File: config.mk
export PLATFORM = sky130hd
export DESIGN_NAME = pal_pad_scheduler
export DESIGN_NICKNAME = d
export VERILOG_FILES = /design/src/rtl/pal_pad_scheduler.sv
export SDC_FILE = /design/constraint.sdc
export NUM_CORES = 1
export LEC_CHECK = 0
export BUFFER_PORTS_ARGS = -buffer_cell sky130_fd_sc_hd__buf_2
export CORE_UTILIZATION = 52
export CTS_CLUSTER_SIZE = 20
export DETAILED_ROUTE_END_ITERATION = 7
export MAX_ROUTING_LAYER = met4
export PLACE_DENSITY = 0.74
export SYNTH_ARGS = -nofsm -noshare
export SYNTH_HDL_FRONTEND = slang
export SYNTH_SLANG_ARGS = --single-unit
File: constraint.sdc
create_clock -name VCLK -period 1.9 [get_ports VCLK]
set_input_delay 0.285 -clock VCLK [delete_from_list [all_inputs] [get_ports VCLK]]
set_output_delay 0.285 -clock VCLK [all_outputs]
set_load 0.01 [all_outputs]
File: src/rtl/pal_pad_scheduler.sv
// PAL line-padding sequencer: after a programmable number of VDG rows following field sync,
// holds the VDG clock for a fixed number of synthetic lines with generated sync and luma blank.
module pal_pad_scheduler #(
    parameter int unsigned DELAY_LINES = 24,
    parameter int unsigned PAD_LINES   = 25,
    parameter int unsigned LINE_CLKS   = 227,
    parameter int unsigned HS_WIDTH    = 17,
    localparam int unsigned PLW = (PAD_LINES > 1) ? $clog2(PAD_LINES) : 1
) (
    input  logic           VCLK,
    input  logic           RST,
    input  logic           Format,
    input  logic           HSb,
    input  logic           FSb,
    output logic           CLK_EN,
    output logic           PAD_HS,
    output logic           LUMA_BLANK,
    output logic [PLW-1:0] PAD_LINE,
    output logic           OVERRUN
);

    localparam int unsigned RW = (DELAY_LINES > 1) ? $clog2(DELAY_LINES) : 1;
    localparam int unsigned TW = $clog2(LINE_CLKS);

    localparam logic [RW-1:0]  RowLast = RW'((DELAY_LINES > 0) ? DELAY_LINES - 1 : 0);
    localparam logic [TW-1:0]  TmrLast = TW'(LINE_CLKS - 1);
    localparam logic [TW-1:0]  HsEnd   = TW'(HS_WIDTH);
    localparam logic [PLW-1:0] PadLast = PLW'(PAD_LINES - 1);

    typedef enum logic [1:0] {StWaitFs, StDelay, StPad} state_e;

    state_e         state_q, state_d;
    logic           hs_cur_q, hs_prev_q, fs_cur_q, fs_prev_q;
    logic           hs_fall, fs_fall;
    logic [RW-1:0]  row_cnt_q, row_cnt_d;
    logic [TW-1:0]  line_tmr_q, line_tmr_d;
    logic [PLW-1:0] pad_line_q, pad_line_d;

    logic           clk_en_d, pad_hs_d, luma_blank_d, overrun_d;
    logic [PLW-1:0] pad_line_out_d;

    assign hs_fall = hs_prev_q & ~hs_cur_q;
    assign fs_fall = fs_prev_q & ~fs_cur_q;

    always_ff @(posedge VCLK) begin
        if (RST) begin
            state_q    <= StWaitFs;
            hs_cur_q   <= 1'b1;
            hs_prev_q  <= 1'b1;
            fs_cur_q   <= 1'b1;
            fs_prev_q  <= 1'b1;
            row_cnt_q  <= '0;
            line_tmr_q <= '0;
            pad_line_q <= '0;
            CLK_EN     <= 1'b1;
            PAD_HS     <= 1'b0;
            LUMA_BLANK <= 1'b0;
            PAD_LINE   <= '0;
            OVERRUN    <= 1'b0;
        end else begin
            state_q    <= state_d;
            hs_cur_q   <= HSb;
            hs_prev_q  <= hs_cur_q;
            fs_cur_q   <= FSb;
            fs_prev_q  <= fs_cur_q;
            row_cnt_q  <= row_cnt_d;
            line_tmr_q <= line_tmr_d;
            pad_line_q <= pad_line_d;
            CLK_EN     <= clk_en_d;
            PAD_HS     <= pad_hs_d;
            LUMA_BLANK <= luma_blank_d;
            PAD_LINE   <= pad_line_out_d;
            OVERRUN    <= overrun_d;
        end
    end

    always_comb begin
        state_d    = state_q;
        row_cnt_d  = row_cnt_q;
        line_tmr_d = line_tmr_q;
        pad_line_d = pad_line_q;
        if (Format) begin
            // NTSC bypass aborts anything in flight and ignores sync edges
            state_d    = StWaitFs;
            row_cnt_d  = '0;
            line_tmr_d = '0;
            pad_line_d = '0;
        end else begin
            unique case (state_q)
                StWaitFs: begin
                    if (fs_fall) begin
                        row_cnt_d  = '0;
                        line_tmr_d = '0;
                        pad_line_d = '0;
                        state_d    = (DELAY_LINES == 0) ? StPad : StDelay;
                    end
                end
                StDelay: begin
                    if (fs_fall) begin
                        row_cnt_d = '0;
                    end else if (hs_fall) begin
                        if (row_cnt_q == RowLast) begin
                            state_d    = StPad;
                            row_cnt_d  = '0;
                            line_tmr_d = '0;
                            pad_line_d = '0;
                        end else begin
                            row_cnt_d = row_cnt_q + 1'b1;
                        end
                    end
                end
                StPad: begin
                    if (line_tmr_q == TmrLast) begin
                        line_tmr_d = '0;
                        if (pad_line_q == PadLast) begin
                            state_d    = StWaitFs;
                            pad_line_d = '0;
                        end else begin
                            pad_line_d = pad_line_q + 1'b1;
                        end
                    end else begin
                        line_tmr_d = line_tmr_q + 1'b1;
                    end
                end
                default: state_d = StWaitFs;
            endcase
        end
    end

    // Outputs are registered from next-state values so they line up with the state register
    always_comb begin
        clk_en_d       = (state_d != StPad);
        luma_blank_d   = (state_d == StPad);
        pad_hs_d       = (state_d == StPad) && (line_tmr_d < HsEnd);
        pad_line_out_d = (state_d == StPad) ? pad_line_d : '0;
        overrun_d      = OVERRUN | (!Format && (state_q == StPad) && fs_fall);
    end

endmodule

# --- After elaboration in Yosys (flattened, before gate mapping) ---
# Index checks and enable logic that the tools add are counted.
op_classes:
  bitwise: 6
  magnitude_cmp: 1
  reduce_logical: 9
  muxes: 28
  addsub: 3
  n_eq_ne: 9
ops:
  columns: ["op", "count"]
  rows:
  - ["$mux W5", 11]
  - ["$mux W8", 6]
  - ["$pmux W8 S3", 1]
  - ["$pmux W5 S3", 1]
  - ["$mux W2", 7]
  - ["$add A5 B1 Y5 const B", 2]
  - ["$eq A5 B5 Y1 const B", 2]
  - ["$pmux W5 S2", 1]
  - ["$add A8 B1 Y8 const B", 1]
  - ["$eq A8 B8 Y1 const B", 1]
  - ["$lt A8 B5 Y1 const B", 1]
  - ["$pmux W2 S3", 1]
  - ["$eq A2 B2 Y1 const B", 2]
  - ["$ne A2 B2 Y1 const B", 2]
  - ["$reduce_or A2 Y1", 2]
  - ["$logic_and A1 B1 Y1", 3]
  - ["$ne A3 B3 Y1 const B", 1]
  - ["$not A1 Y1", 3]
  - ["$reduce_and A3 Y1", 1]
  - ["$and A1 B1 Y1", 2]
  - ["$eq A2 B1 Y1 const B", 1]
  - ["$logic_not A2 Y1", 1]
  - ["$reduce_bool A2 Y1", 1]
  - ["$logic_not A1 Y1", 1]
  - ["$or A1 B1 Y1", 1]
word_totals:
  wordCells: 69
  output_inout_bits: 9
  regBits: 33

# --- Depth between registers and ports, before layout ---
depth:
  ltp_word: 9
  mapped_depth: 8

# --- Worst setup path after synthesis ---
# No wires, ideal clock.
synth_path:
  path_type: "register to register"
  startpoint: "register line_tmr_q[0]"
  endpoint: "register PAD_HS"
  setup_ps: 88
  required_ps: 1812
  arrival_time_ps: 1722
  stages_incl_launch_ff: 9
  path_buffers: 0
  setup_slack_ps: 90
  cell_sequence: "dfxtp_1 inv_1 ha_1 or3b_4 or2_4 and4_4 a211oi_2 nand2_1 nor4_2"
synth_between:
  elab_chain_len: 7
synth_rtl:
  columns: ["item", "line_no", "source"]
  rows:
  - ["start, declared", "36", "logic [TW-1:0] line_tmr_q, line_tmr_d;"]
  - ["start signal, assigned", "67", "line_tmr_q <= line_tmr_d;"]
  - ["branches (longest 6 deep; another with $add A8 B1 Y8)", null, null]
  - ["$logic_and A1 B1 Y1 (*)", "134", "pad_hs_d = (state_d == StPad) && (line_tmr_d < HsEnd);"]
  - ["end signal, assigned", "70", "PAD_HS <= pad_hs_d;"]
  - ["end, declared", "16", "output logic PAD_HS,"]
# Mark *: on every way between the ends.
# A chain may end at the register's enable or synchronous reset.

# --- Final worst setup path ---
# Same ends and word-level chain as after synthesis.

==> metrics.txt <==
worst skew pair latency=0.34 ns; Leakage=0.796 nW; Ports=14; status=complete, but fails checks; DRC=3; placed cells=236; Congestion Overflow GR=0; fill count=226; GR Util All Layers=23.8%; number of distinct library cells after synthesis=50; Power, Total=0.00120 W; setup TNS=0 ns; register bit total from synthesis=33; CP Capture Type=register; port buffer count=13; n_diodes=0; WHS Path Cells=2; reg2reg path depth=8; register area share after synthesis=41.7%; Worst R2R Start=line_tmr_q[0]; CORE AREA=2830 sq um; CP arrival=2.15 ns; Post-DP HPWL=2.55 mm; final setup fails=0; most common cell in the netlist=dfxtp_1; PwrDens=621 nW/um^2; clock sinks=33; area of the die=3270 sq um; Min-Delay Endpoint=hs_cur_q; H-tree depth=2; WP data required=2.16 ns; Mapped Nets=193; maximum vdd ir drop=0.436 mV; async set-or-reset flop fraction in the synthesized netlist=0%; Final Non-Filler Cells=247; TritonCTS Buffers=5; final WL=3.54 mm; Worst Setup SP=line_tmr_q[0]; most used flip-flop cell after synthesis=dfxtp_1; area grow syn2layout=22.3%; Hold Startpoint=HSb; CTS tree=done; Final Hold Vio Count=0; crit path launch type=register; Die W=57.2 um; antenna violations before repair=0; Syn Inst Count=183; Avg Inst Size Synth=8.65 sq um; post-route ant nets=0; failing checks=design-rule violations; register area=664 sq um; post-detailed-route wirelength per cell=14.3 um; Starting Density=55.9%; synthesized area=1580 sq um; number of global-route vias before repair=1301; num rows=19; DR pass1 iterations=7; layout cell share with drive strength beyond 1=32.9%; fin nets=225; Syn. warnings=0; Worst Path Class, Setup=register to register; gpl congestion=0.917; die height=57.2 um; Hold WC Path Type=input pin to register; reg2reg end=PAD_HS; biggest area consumer among synthesized cells=dfxtp_1; Vias/cell=5.70; Final min period=1.89 ns; Clock Pin Slew Worst Setup and Hold Paths=0.10 ns; max_cap viols=0; Max Clk Rate=529 MHz; final worst path period share=99.6%; commonest cells in the netlist=dfxtp_1, nor2_1, a21oi_1; Fin Clk Skew=0.00285 ns; worst-path maximum fanout=6; post-synth top area share=41.7%; synth top area cells=dfxtp_1, nor2_1, a21oi_1; largest net degree at the start of global routing=16; RSZ-0062 raised after global routing=yes; cts hold-fix bufs=0; CTS Root Cell=clkbuf_4; area of the multi-input gates=925 sq um; via count=1409; slack of the worst reg-to-reg path=0.008 ns; Post-synth EDFFs=0; worst slew pin tran=0.485 ns; initial drt markers=50; final max-slew violation count=0; first-pass GRT wire length=5.74 mm; Max-slew headroom=67.7%; Clock Path Buffers=2
-- state kept, by name, indices dropped and copies added (netlist names), 2 cells and up --
signal,flops
state_q,2
pad_line_q,5
PAD_LINE,5
line_tmr_q,8
row_cnt_q,5
-- layout make-up --
class	instances	area share (%)
clock buffer	7	3.36
sequential	33	34.3
multi-input combinational	136	47.8
timing repair buffer	32	10.9
clock inverter	1	0.259
tap	31	2.00
inverter	7	1.36
-- critical path: stages (launching register included) --
cell	delay (ns)
dfxtp_2	0.33
inv_2	0.04
ha_1	0.13
or3b_4	0.41
o21ai_4	0.25
o21ai_0	0.13
o21ai_1	0.20
a21oi_1	0.08
nor4_2	0.24
-- cell usage in the layout (no fill, tap or decap), types with 2 or more instances in the layout --
cell	Yosys	final
ha_1	5	4
clkbuf_4	0	5
o21ai_0	9	7
buf_2	0	13
nand4b_1	2	2
clkbuf_8	0	2
nand3_1	9	9
or2_2	5	5
nor2_1	27	26
a21oi_1	17	16
inv_1	7	6
dfxtp_2	0	3
nor2b_1	4	4
dfxtp_1	33	30
nand2b_1	4	4
o21ai_1	1	3
a211oi_2	1	2
xor2_1	2	2
nor3_1	6	5
and3_1	4	4
buf_4	1	18
nand2_1	8	8
a211oi_1	3	2
-- worst max-delay path by stage --
stage | cells after the start | slack (ns) | to
global placement | 8 | -0.03 | PAD_HS
detailed placement | 8 | -0.03 | PAD_HS
floorplan | 8 | 0.09 | PAD_HS
global route | 8 | -0.14 | PAD_HS
finish | 8 | 0.008 | PAD_HS
CTS | 9 | 0.002 | PAD_LINE[3]
-- cell families after synthesis --
family          share of synthesized area (%)
xor+xnor                                 1.11
buf+inv                                  4.59
compound gates                           15.8
fa+ha+maj                                3.95
flops                                    41.7
mux                                      1.34
simple gates                             31.5
-- metal layers --
layer | track usage [%] | wire, um
met1 | 28.2 | 1540
met2 | 39.3 | 1740
met3 | 6.35 | 198
met4 | 7.32 | 48
met5 | - | 0
-- through the flow --
| step | hold slack, ns | utilization [%] | instance area [sq um] | setup WS, ns |
|---|---|---|---|---|
| floorplan | 0.389 | - | 1580 | 0.0902 |
| global placement | 0.452 | 62.2 | 1760 | -0.0290 |
| detailed placement | 0.455 | 62.2 | 1760 | -0.0316 |
| CTS | 0.124 | 65.5 | 1850 | 0.00174 |
| global route | 0.124 | 68.4 | 1940 | -0.143 |
| finish | 0.123 | 68.4 | 1940 | 0.00815 |
-- what timing repair did --
item,4_1_cts,5_1_grt
pin swaps,2,14
resized for setup,5,15
buffers inserted,0,3
hold endpoints to repair,0,0
setup endpoints to repair,4,13
-- power by group --
group	leakage [nW]	switching [W]	internal [W]
registers	0.268	0.00000408	0.000696
clock network	0.0413	0.000236	0.000214
logic	0.487	0.0000315	0.0000202
Note: power is estimated with default switching activity, not from simulation.
